<file path="config.mk">
export PLATFORM = sky130hd
export DESIGN_NAME = memory_stage_flat
export DESIGN_NICKNAME = d
export VERILOG_FILES = /design/src/rtl/memory_stage_pkg.sv /design/src/rtl/memory_stage_if.sv /design/src/rtl/memory_stage_dff.sv /design/src/rtl/memory_stage.sv /design/src/flat_wrapper.sv
export SDC_FILE = /design/constraint.sdc
export NUM_CORES = 1
export LEC_CHECK = 0
export BUFFER_PORTS_ARGS = -buffer_cell sky130_fd_sc_hd__buf_2
export CAP_MARGIN = 20
export CORE_UTILIZATION = 30
export DETAILED_ROUTE_END_ITERATION = 8
export HOLD_SLACK_MARGIN = 0.03
export PLACE_DENSITY_LB_ADDON = 0.05
export SLEW_MARGIN = 20
export SYNTH_ARGS = -nofsm -noshare
export SYNTH_HDL_FRONTEND = slang
export SYNTH_SLANG_ARGS = --single-unit
</file>
<file path="constraint.sdc">
create_clock -name clk -period 3.76 [get_ports clk]
set_input_delay 0 -clock clk [delete_from_list [all_inputs] [get_ports clk]]
set_output_delay 0 -clock clk [all_outputs]
set_load 0.02 [all_outputs]
</file>
<file path="src/rtl/memory_stage_pkg.sv">
// Shared CPU definitions used by the memory stage: FSM state encoding and
// the default access timeout.
package memory_stage_pkg;

   // Default number of WAIT cycles tolerated before an access is abandoned.
   localparam int TIMEOUT_DEFAULT = 15;

   typedef enum logic [1:0] {
      ST_IDLE = 2'd0,
      ST_WAIT = 2'd1,
      ST_DONE = 2'd2
   } state_t;

endpackage

</file>
<file path="src/rtl/memory_stage_if.sv">
// Data-memory bus between the memory stage (master) and the data memory
// (slave).
//
// Handshake: the master raises mem_en for exactly one cycle per access, with
// mem_wr/mem_addr/mem_wdata valid in that same cycle.  The slave answers with
// a single-cycle mem_valid pulse (mem_rdata valid alongside it for reads).
// There is never more than one access outstanding, so no ready/back-pressure
// signal exists; mem_valid arriving while no access is outstanding carries no
// meaning and is ignored by the master.
interface memory_stage_if;
   logic        mem_en;
   logic        mem_wr;
   logic [15:0] mem_addr;
   logic [15:0] mem_wdata;
   logic [15:0] mem_rdata;
   logic        mem_valid;

   modport master (
      output mem_en, mem_wr, mem_addr, mem_wdata,
      input  mem_rdata, mem_valid
   );

   modport slave (
      input  mem_en, mem_wr, mem_addr, mem_wdata,
      output mem_rdata, mem_valid
   );
endinterface

</file>
<file path="src/rtl/memory_stage_dff.sv">
// 16-bit register with synchronous active-high reset and write enable.
module dff_16bit (
   input  logic        clk,
   input  logic        rst,
   input  logic        wen,
   input  logic [15:0] d,
   output logic [15:0] q
);

   // Clear on reset, otherwise load d when enabled and hold otherwise.
   always_ff @(posedge clk) begin
      if (rst)
         q <= 16'h0000;
      else if (wen)
         q <= d;
   end

endmodule

</file>
<file path="src/rtl/memory_stage.sv">
// Pipeline memory stage: issues one load/store per request to a variable-
// latency data memory, stalls the pipeline until completion or timeout, and
// then releases it for exactly one DONE cycle.
module memory_stage
   import memory_stage_pkg::*;
#(
   parameter int TIMEOUT = TIMEOUT_DEFAULT
) (
   input  logic           clk,
   input  logic           rst,
   input  logic           mem_read,
   input  logic           mem_write,
   input  logic [15:0]    addr,
   input  logic [15:0]    wdata,
   memory_stage_if.master mem,
   output logic           stall,
   output logic [15:0]    read_data_out,
   output logic           err,
   output state_t         state_dbg
);

   state_t      state_q, state_d;
   logic [3:0]  cnt_q;
   logic        is_rd_q;
   logic        err_q;

   logic        en_c, wr_c;
   logic [15:0] addr_c, wdata_c;
   logic        stall_c;
   logic        cap_en, set_err, cnt_clr, cnt_inc, issue;
   logic [15:0] cap_d;

   // Next-state, memory strobe, stall and capture decisions for the current state.
   always_comb begin
      state_d = state_q;
      en_c    = 1'b0;
      wr_c    = 1'b0;
      addr_c  = 16'h0000;
      wdata_c = 16'h0000;
      stall_c = 1'b0;
      cap_en  = 1'b0;
      cap_d   = 16'h0000;
      set_err = 1'b0;
      cnt_clr = 1'b0;
      cnt_inc = 1'b0;
      issue   = 1'b0;
      case (state_q)
         ST_IDLE: begin
            if (mem_read || mem_write) begin
               stall_c = 1'b1;
               if (addr[0]) begin
                  // Misaligned word access never reaches memory.
                  set_err = 1'b1;
                  cap_en  = 1'b1;
                  state_d = ST_DONE;
               end else begin
                  // A simultaneous read+write is carried out as a write.
                  en_c    = 1'b1;
                  wr_c    = mem_write;
                  addr_c  = addr;
                  wdata_c = wdata;
                  set_err = mem_read && mem_write;
                  cnt_clr = 1'b1;
                  issue   = 1'b1;
                  state_d = ST_WAIT;
               end
            end
         end
         ST_WAIT: begin
            stall_c = 1'b1;
            cnt_inc = 1'b1;
            if (mem.mem_valid) begin
               // Completion takes priority over a timeout in the same cycle.
               cap_en  = is_rd_q;
               cap_d   = mem.mem_rdata;
               state_d = ST_DONE;
            end else if (cnt_q == 4'(TIMEOUT - 1)) begin
               set_err = 1'b1;
               cap_en  = 1'b1;
               state_d = ST_DONE;
            end
         end
         ST_DONE: begin
            state_d = ST_IDLE;
         end
         default: begin
            state_d = ST_IDLE;
         end
      endcase
      // Reset silences the memory port and the stall in the same cycle.
      if (rst) begin
         en_c    = 1'b0;
         wr_c    = 1'b0;
         stall_c = 1'b0;
      end
   end

   // State, wait counter, access direction and sticky error registers.
   always_ff @(posedge clk) begin
      if (rst) begin
         state_q <= ST_IDLE;
         cnt_q   <= 4'd0;
         is_rd_q <= 1'b0;
         err_q   <= 1'b0;
      end else begin
         state_q <= state_d;
         if (cnt_clr)
            cnt_q <= 4'd0;
         else if (cnt_inc)
            cnt_q <= cnt_q + 4'd1;
         if (issue)
            is_rd_q <= !mem_write;
         if (set_err)
            err_q <= 1'b1;
      end
   end

   dff_16bit u_rdata (
      .clk (clk),
      .rst (rst),
      .wen (cap_en),
      .d   (cap_d),
      .q   (read_data_out)
   );

   assign mem.mem_en    = en_c;
   assign mem.mem_wr    = wr_c;
   assign mem.mem_addr  = addr_c;
   assign mem.mem_wdata = wdata_c;
   assign stall         = stall_c;
   assign err           = err_q;
   assign state_dbg     = state_q;

endmodule

</file>
<file path="src/flat_wrapper.sv">
// flat-port wrapper written by rule: the top's interface ports become plain ports
module memory_stage_flat import memory_stage_pkg::*;
#(
   parameter int TIMEOUT = TIMEOUT_DEFAULT
)
  (clk, rst, mem_read, mem_write, addr, wdata, stall, read_data_out, err, state_dbg, mem_mem_en, mem_mem_wr, mem_mem_addr, mem_mem_wdata, mem_mem_rdata, mem_mem_valid);
  memory_stage_if mem_i ();
  input  logic clk;
  input  logic rst;
  input  logic mem_read;
  input  logic mem_write;
  input  logic [15:0] addr;
  input  logic [15:0] wdata;
  output logic stall;
  output logic [15:0] read_data_out;
  output logic err;
  output state_t state_dbg;
  output wire logic [$bits(mem_i.mem_en)-1:0] mem_mem_en;
  output wire logic [$bits(mem_i.mem_wr)-1:0] mem_mem_wr;
  output wire logic [$bits(mem_i.mem_addr)-1:0] mem_mem_addr;
  output wire logic [$bits(mem_i.mem_wdata)-1:0] mem_mem_wdata;
  input wire logic [$bits(mem_i.mem_rdata)-1:0] mem_mem_rdata;
  input wire logic [$bits(mem_i.mem_valid)-1:0] mem_mem_valid;
  assign mem_mem_en = mem_i.mem_en;
  assign mem_mem_wr = mem_i.mem_wr;
  assign mem_mem_addr = mem_i.mem_addr;
  assign mem_mem_wdata = mem_i.mem_wdata;
  assign mem_i.mem_rdata = mem_mem_rdata;
  assign mem_i.mem_valid = mem_mem_valid;
  memory_stage #(.TIMEOUT(TIMEOUT)) u_core (.clk(clk), .rst(rst), .mem_read(mem_read), .mem_write(mem_write), .addr(addr), .wdata(wdata), .mem(mem_i), .stall(stall), .read_data_out(read_data_out), .err(err), .state_dbg(state_dbg));
endmodule
</file>
### Word-level counts from Yosys, hierarchy flattened

Cells that the tools add are included.

| operators by class | value |
|---|---|
| add/sub/neg operators | 1 |
| multiplexer cells | 34 |
| reductions and logical operators | 6 |
| equality and inequality tests | 4 |

Operator list:

| operator | number |
|---|---|
| $mux 16 | 8 |
| $mux 1 | 18 |
| $mux 2 | 4 |
| $pmux 1 s2 | 3 |
| $add 4x1->4 const B | 1 |
| $eq 4x4->1 const B | 1 |
| $pmux 2 s2 | 1 |
| $ne 3x2->1 const B | 1 |
| $eq 2x1->1 const B | 1 |
| $logic_not 2->1 | 1 |
| $ne 2x1->1 const B | 1 |
| $reduce_and 2->1 | 1 |
| $reduce_or 2->1 | 1 |
| $logic_and 1x1->1 | 1 |
| $logic_not 1->1 | 1 |
| $logic_or 1x1->1 | 1 |

| storage, ports and cells | value |
|---|---|
| output and inout port bits | 54 |
| word-level logic and storage cells | 50 |
| bits in registers | 24 |
| input bits | 53 |

### Longest topological paths before layout

Gate-level depths: netlist of the first run.

| logic depth | value |
|---|---|
| word-level depth | 4 |
| gate-level depth with buffers | 6 |
| depth with buffers taken out | 5 |

### By module

Synthesis of the first run repeated with hierarchy kept, for this count alone.

| unflattened totals | value |
|---|---|
| cells, all modules | 155 |
| area, all modules | 1380.1 um2 |

By module, submodules not included:

| module | area an instance (um2) | times used | cells each | sequential area each (um2) |
|---|---|---|---|---|
| memory_stage | 799.5 | 1 | 103 | 160.2 |
| dff_16bit | 580.6 | 1 | 52 | 320.3 |

### Least setup slack after synthesis of the first run

Ideal clock, no wire load.

| timing | value |
|---|---|
| kind | flip-flop to flip-flop |
| start point | register u_core.state_q[0] (netlist: u_core.state_dbg[0]) |
| end point | register u_core.u_rdata.q[10] |
| arrival time | 1.639 ns |
| setup time | 0.072 ns |
| data required time | 3.688 ns |
| clock period less this slack | 1.710 ns |
| path buffers | 2 |
| stages on the path, launching flop included | 6 |
| slack | 2.050 ns |
| path through | dfxtp_1 -> buf_6 -> or3b_4 -> o221ai_4 -> buf_12 -> mux2i_1 |

| on the way | value |
|---|---|
| word-level cells in the longest chain between the ends | 2 |
| elaborated cells between the ends (all ways) | 4 |
| classes of those cells | eq/ne: 1; mux: 2; reduce/logical: 1 |

RTL lines:

| what | RTL line | text |
|---|---|---|
| start: declaration | memory_stage.sv:22 | `state_t state_q, state_d;` |
| start signal: assignment | memory_stage.sv:106 | `state_q <= state_d;` |
| $eq 2x1->1 / $logic_not 2->1 (equally long branches) | memory_stage.sv:47 | `case (state_q)` |
| $pmux 1 s2 / $mux 16 (equally long branches) | memory_stage.sv:47 |  |
| end signal: assignment | memory_stage_dff.sv:13 | `q <= 16'h0000;` |
| end signal: assignment | memory_stage_dff.sv:15 | `q <= d;` |
| end: declaration | memory_stage_dff.sv:7 | `output logic [15:0] q` |

Parallel ways exist; a longest one is shown, timed or not.
A chain may end at the register's enable or synchronous reset.

### Worst setup path in the final report of the first run

| timing | value |
|---|---|
| start point | register u_core.state_q[1] (netlist: u_core.state_dbg[1]) |
| end point | output mem_mem_addr[12] |

| on the way | value |
|---|---|
| word-level cells in the longest chain between the ends | 2 |

RTL lines:

| what | RTL line | text |
|---|---|---|
| $logic_not 2->1 | memory_stage.sv:47 |  |
| $mux 16 | memory_stage.sv:47 |  |
| end: declaration | flat_wrapper.sv:20 | `output wire logic [$bits(mem_i.mem_addr)-1:0] mem_mem_addr;` |

Every way passes these cells.

==> impl_metrics.py, run 1 <==
metrics = {
    "drt": {
        "wl_per_cell_um": 11.3,
        "drt_iter0_drc": 51,
        "routed_via_density": 4.55,
        "vias": 1480,
        "drc_errors": 0,
        "wl_um": 3680,
        "dr.pass1.iters": 4,
        "ant_nets": 0,
    },
    "critical_path": {
        "r2r-end": "u_core.u_rdata.q[3]",
        "r2r_slack_ns": 1.85,
        "critical_path_required_ns": 3.76,
        "start_kind": "flip-flop",
        "timing.rr.start": "u_core.state_dbg[0]",
        "arrival_ns": 2.10,
        "critPathKind": "reg2out",
        "reg2regPathDepth": 3,
        "end_kind": "output port",
        "critPathMaxFanout": 19,
    },
    "synth": {
        "ys_ff_latch": 24,
        "yosysWarnings": 0,
        "ys_seq_area_share_pct": 35.0,
        "synth_area_um2": 1370,
        "synth_area_leaders": "dfxtp_1 (35%), and3_1 (15%), mux2i_1 (12%)",
        "syn_area_per_cell_um2": 8.53,
        "synth.distinct_cells": 34,
        "yosysTopAreaCell": "dfxtp_1",
        "syn-num-nets": 216,
        "syn_inst": 161,
        "synth.top_cell.area_share_pct": 35.0,
    },
    "timing": {
        "fin_setup_tns_ns": 0,
        "holdWs_ns": 0.0679,
        "setup_viol_count_final": 0,
        "fmax_mhz": 477,
        "finalHoldViolations": 0,
        "rsz0062_at_grt": "false",
        "fin_crit_sh_pct": 55.8,
        "slew_violations": 0,
        "maxSlewHeadroom_pct": 41.4,
        "clock_skew_ns": 0.00239,
        "period_needed_ns": 2.10,
        "worstMarginPinSlew_ns": 0.875,
    },
    "power": {
        "p_sw_share_pct": 29.6,
        "internal_power_uw": 441,
        "clkPwrFrac_pct": 27.5,
        "combinationalPowerShare_pct": 29.3,
        "seq_power_share_pct": 43.2,
        "p_switching_uw": 185,
        "ir_worst_vdd_uv": 123,
        "p_per_area_nw_per_um2": 294,
        "leakage_nw": 1.14,
    },
    "clock_network": {
        "clock-sinks": 24,
        "cts.clk_slew.worst_paths_ns": 0.08,
        "htree_levels": 1,
        "cts_buffer_depth": 2,
        "cts_buffers": 3,
        "cts-resized-gates": 0,
        "cts_tree": "yes",
        "cts_hold_buf": 17,
        "clk_latency_ns": 0.26,
        "cts_setup_buffers": 0,
        "cts-root-buf": "clkbuf_8",
    },
    "placement": {
        "place.gp.congestion": 0.715,
        "place_inst": 304,
        "io_buffers": 105,
        "placedInstanceArea_um2": 1910,
        "hpwl_um": 2630,
    },
    "final_layout": {
        "final_area_um2": 2130,
        "regArea_um2": 480,
        "postLayoutCoreUtil_pct": 48.6,
        "multi_input_area_um2": 825,
        "final-instance-count-excl-fill": 325,
        "final_nets": 329,
        "drive_gt1_share_pct": 42.5,
        "n_antenna_cell": 0,
        "nFillCells": 438,
        "area_growth_pct": 55.2,
    },
    "die": {
        "fp.dieW_um": 69.7,
        "die_h_um": 69.7,
        "dieArea_um2": 4850,
        "core_area_um2": 4380,
        "core.rowCount": 24,
        "start_util_pct": 31.3,
        "pin_count": 107,
    },
    "run": {
        "maxCapViolations": 0,
    },
    "worst_hold_path": {
        "hp-class": "in2reg",
        "hold_start": "mem_read",
        "whs_endpoint": "u_core.err",
        "whs_path_depth": 3,
    },
    "global_routing": {
        "grt_max_degree": 36,
        "grt_pass1_wl_um": 6020,
        "antenna_found_initial": 0,
        "grt_pass1_vias": 1356,
        "globalRouteOverflowTotal": 0,
        "track_usage_pct": 14.8,
    },
    "status": {
        "status": "complete, no violations",
    },
}
==> Yosys cell counts <==
library cell  instances
buf_2                 1
nor4bb_1              1
buf_6                 1
a2111oi_0             1
buf_12                1
nand3_1               1
and3_1               32
nor2b_1               1
clkbuf_1             11
mux2i_1              16
or2_2                 2
xnor2_1               1
o22a_1                1
inv_1                 1
xor2_1                1
buf_4                 1
and2_1                1
a21oi_1               3
nor3_1                4
conb_1                1
or3b_4                1
a211oi_1              2
nand2b_1             18
a31oi_1               1
nand4b_1              1
nand2_1              19
dfxtp_1              24
o21ai_0               2
o221ai_4              1
ha_1                  2
o21a_1                1
nor2_1                4
or3_1                 1
nand3b_1              2
==> worst max path at each step <==
stage / start / endpoint / cells past startpoint
2_1_floorplan: u_core.state_dbg[0] / u_core.u_rdata.q[10] / 5
3_3_place_gp: u_core.state_dbg[0] / u_core.u_rdata.q[8] / 3
3_5_place_dp: u_core.state_dbg[0] / u_core.u_rdata.q[5] / 3
4_1_cts: u_core.state_dbg[0] / mem_mem_addr[13] / 4
5_1_grt: u_core.state_dbg[0] / mem_mem_addr[15] / 4
6_report: u_core.state_dbg[1] / mem_mem_addr[12] / 4
==> metrics by stage <==
stage / worst slack [ns] / total power [mW]
after floorplan: 2.05 / 0.388
after global placement: 1.90 / 0.449
after detailed placement: 1.83 / 0.448
after CTS: 1.64 / 0.637
after global routing: 1.42 / 0.665
final: 1.66 / 0.627
==> kinds of logic after synthesis <==
logic type	share of synthesized area [%]
simple gates	36.4
fa+ha+maj	1.82
mux	11.7
other cells	0.273
xor+xnor	1.28
buf+inv	6.47
flops	35.0
compound gates	7.10
==> worst max-delay path: stages, from the launching register on <==
cell	delay [ns]
dfxtp_1	0.44
nor3_2	0.76
buf_4	0.31
and3_1	0.17
buf_2	0.16
==> power groups by stage <==
stage | Clock (mW) | Sequential (mW) | Combinational [mW]
2_1_floorplan | 0 | 0.278 | 0.110
3_3_place_gp | 0 | 0.276 | 0.173
3_5_place_dp | 0 | 0.276 | 0.172
4_1_cts | 0.181 | 0.270 | 0.185
5_1_grt | 0.193 | 0.272 | 0.200
6_report | 0.172 | 0.270 | 0.184
==> registers in the layout, summed over array words and instances (netlist names) <==
signal            cells
u_core.cnt_q          4
u_core.err            1
u_core.is_rd_q        1
u_core.state_dbg      2
u_core.u_rdata.q     16
==> area by class of cell <==
type                       count  area share [%]
inverter                       1           0.176
sequential                    24            22.5
timing repair buffer         123            33.0
multi-input combinational    121            38.7
tap                           52            3.05
clock buffer                   4            2.58
==> per-layer routing <==
layer,track usage [%],share of wire [%]
met1,18.8,46
met2,25.6,46
met3,2.33,7.4
met4,4.67,0.79
met5,0,0
==> cell usage in the layout (no fill, tap or decap), types with 2 or more instances in the layout <==
cell type | netlist | final
a21oi_1 | 3 | 3
and3_1 | 32 | 32
a211oi_1 | 2 | 2
clkbuf_8 | 0 | 4
buf_2 | 1 | 105
dlygate4sd3_1 | 0 | 17
mux2i_1 | 16 | 16
nor3_1 | 4 | 3
nor2_1 | 4 | 4
ha_1 | 2 | 2
nand2b_1 | 18 | 18
dfxtp_1 | 24 | 24
or2_2 | 2 | 2
o21ai_0 | 2 | 2
nand2_1 | 19 | 19
nand3b_1 | 2 | 2
No activity file was read; power rests on OpenSTA's default activity.
==> run 2, diff against run 1 <==
==> constraint.sdc (replaced) <==
create_clock -name clk -period 1.71 [get_ports clk]
set_input_delay 0 -clock clk [delete_from_list [all_inputs] [get_ports clk]]
set_output_delay 0 -clock clk [all_outputs]
set_load 0.02 [all_outputs]
==> run 2 against run 1 <==
Core utilization rose by 1.7 points. Final cell count rose by 1.8%. Global-route usage rose by 0.25 points. Clock skew rose by 0.0026 ns. Combinational power rose by 130%. Non-clock buffer count rose by 6. Wire length rose by 4.3%. Hold slack got worse by 0.0018 ns. Die area did not move. Critical path depth rose by 1. Final area rose by 3.4%. First-iteration DRC count fell by 27%.
==> impl_metrics.py, run 2 (synthesis results as in run 1) <==
metrics = {
    "status": {
        "status": "complete, no violations",
    },
    "timing": {
        "finalHoldViolations": 0,
        "rsz0062_at_grt": "false",
        "fmax_mhz": 630,
        "maxSlewHeadroom_pct": 62.9,
        "setup_viol_count_final": 0,
        "fin_setup_tns_ns": 0,
        "holdWs_ns": 0.0661,
        "clock_skew_ns": 0.00501,
        "period_needed_ns": 1.59,
        "fin_crit_sh_pct": 92.8,
        "slew_violations": 0,
        "worstMarginPinSlew_ns": 0.550,
    },
    "die": {
        "die_h_um": 69.7,
        "start_util_pct": 31.3,
        "fp.dieW_um": 69.7,
        "dieArea_um2": 4850,
        "core_area_um2": 4380,
        "core.rowCount": 24,
        "pin_count": 107,
    },
    "final_layout": {
        "final_nets": 335,
        "drive_gt1_share_pct": 44.1,
        "largest_reg_flops": 16,
        "area_growth_pct": 60.5,
        "n_antenna_cell": 0,
        "top_register": "u_core.u_rdata.q",
        "most-common-layout-cells": "buf_2 (105), and3_1 (32), dfxtp_1 (23)",
        "layout_commonest_cell": "buf_2",
    },
    "power": {
        "ir_worst_vdd_uv": 311,
        "leakage_nw": 1.18,
        "clkPwrFrac_pct": 32.8,
        "p_sw_share_pct": 27.9,
        "p_per_area_nw_per_um2": 688,
        "total_power_mw": 1.52,
        "combinationalPowerShare_pct": 28.2,
        "seq_power_share_pct": 39.0,
        "internal_power_mw": 1.09,
        "p_switching_uw": 423,
    },
    "global_routing": {
        "globalRouteOverflowTotal": 0,
        "grt_pass1_vias": 1393,
        "track_usage_pct": 15.0,
        "use_met1_pct": 17.3,
        "antenna_found_initial": 0,
        "top_usage_layer": "met2",
        "use_met3_pct": 1.74,
        "grt_pass1_wl_um": 6000,
        "grt_max_degree": 35,
        "met2_usage_pct": 28.2,
    },
    "clock_network": {
        "cts-root-buf": "clkbuf_8",
        "clock-sinks": 24,
        "cts_tree": "yes",
        "htree_levels": 1,
        "cts.clk_slew.worst_paths_ns": 0.08,
        "cts_setup_buffers": 0,
        "clk_latency_ns": 0.27,
        "cts_buffers": 3,
        "cts_buffer_depth": 2,
    },
    "worst_hold_path": {
        "hold_start": "mem_read",
        "hp-class": "in2reg",
    },
    "placement": {
        "io_buffers": 105,
        "place.gp.congestion": 0.745,
        "hpwl_um": 2680,
    },
    "drt": {
        "wl_per_cell_um": 11.6,
        "wl_um": 3840,
        "drc_errors": 0,
        "vias": 1506,
        "drt_iter0_drc": 37,
        "routed_via_density": 4.55,
        "ant_nets": 0,
        "dr.pass1.iters": 3,
    },
    "critical_path": {
        "cpMaxStageDelayCell": "dfxtp_1",
        "max_stage_delay_ns": 0.36,
        "start_kind": "flip-flop",
        "crit_path_start": "u_core.state_dbg[1]",
        "crit_buf_inv": 3,
        "critical_path_required_ns": 1.71,
        "cp_common_cell": "buf_4",
        "critPathKind": "reg2out",
        "r2r_slack_ns": 0.15,
        "cp_top_family": "buffers and inverters",
        "path_cells": "buf_4 -> nor3_4 -> buf_4 -> and3_1 -> buf_2",
        "timing.rr.start": "u_core.state_dbg[0]",
        "end_kind": "output port",
        "arrival_ns": 1.59,
        "critPathMaxFanout": 18,
    },
    "run": {
        "maxCapViolations": 0,
    },
}
## run 2: what timing repair did
| item | 4_1_cts | 5_1_grt |
|---|---|---|
| hold buffers | 17 | 0 |
| setup endpoints to repair | 0 | 32 |
| endpoints found under the hold margin | 17 | 0 |
| gates resized for setup | 0 | 1 |
## run 2: final timing paths
check	end	cells past startpoint
max	mem_mem_wdata[2]	5
min	u_core.err	3
max reg2reg	u_core.u_rdata.q[3]	4
min reg2reg	u_core.u_rdata.q[5]	2
## run 2: worst register-to-register path: stages (launching register included)
cell and delay [ns]:
dfxtp_2 0.46, or3b_4 0.44, o221ai_4 0.20, buf_12 0.20, mux2i_1 0.20
## run 2: routing by layer
layer,up-vias,part of all wire (%)
li1,784,-
met1,649,44
met2,68,48
met3,5,6.6
met4,0,1.4
met5,-,0
## run 2: final cells by class
| cell class | instances | area [um^2] |
|---|---|---|
| fillers | 419 | 2180 |
| multi-input cells | 121 | 822 |
| repair buffers | 129 | 761 |
| flip-flops and latches | 24 | 482 |
| well taps | 52 | 65.1 |
| clock buffers | 3 | 41.3 |
| clock inverters | 1 | 30.0 |
| inverters | 1 | 3.75 |
## run 2: power by group through the flow
stage          clock network (mW)  registers, mW  logic (mW)
2_1_floorplan                   0          0.612       0.242
3_3_place_gp                    0          0.603       0.400
3_5_place_dp                    0          0.603       0.396
4_1_cts                     0.515          0.591       0.428
5_1_grt                     0.536          0.594       0.461
6_report                    0.498          0.591       0.427
## run 2: stage by stage
stage	util, %	worst slack (ns)	instances	area (um^2)
2_1_floorplan	-	0.0578	161	1380
3_3_place_gp	44.6	0.227	310	1960
3_5_place_dp	44.6	0.187	310	1960
4_1_cts	50.1	0.0485	331	2200
5_1_grt	50.3	0.00456	331	2200
6_report	50.3	0.123	331	2200
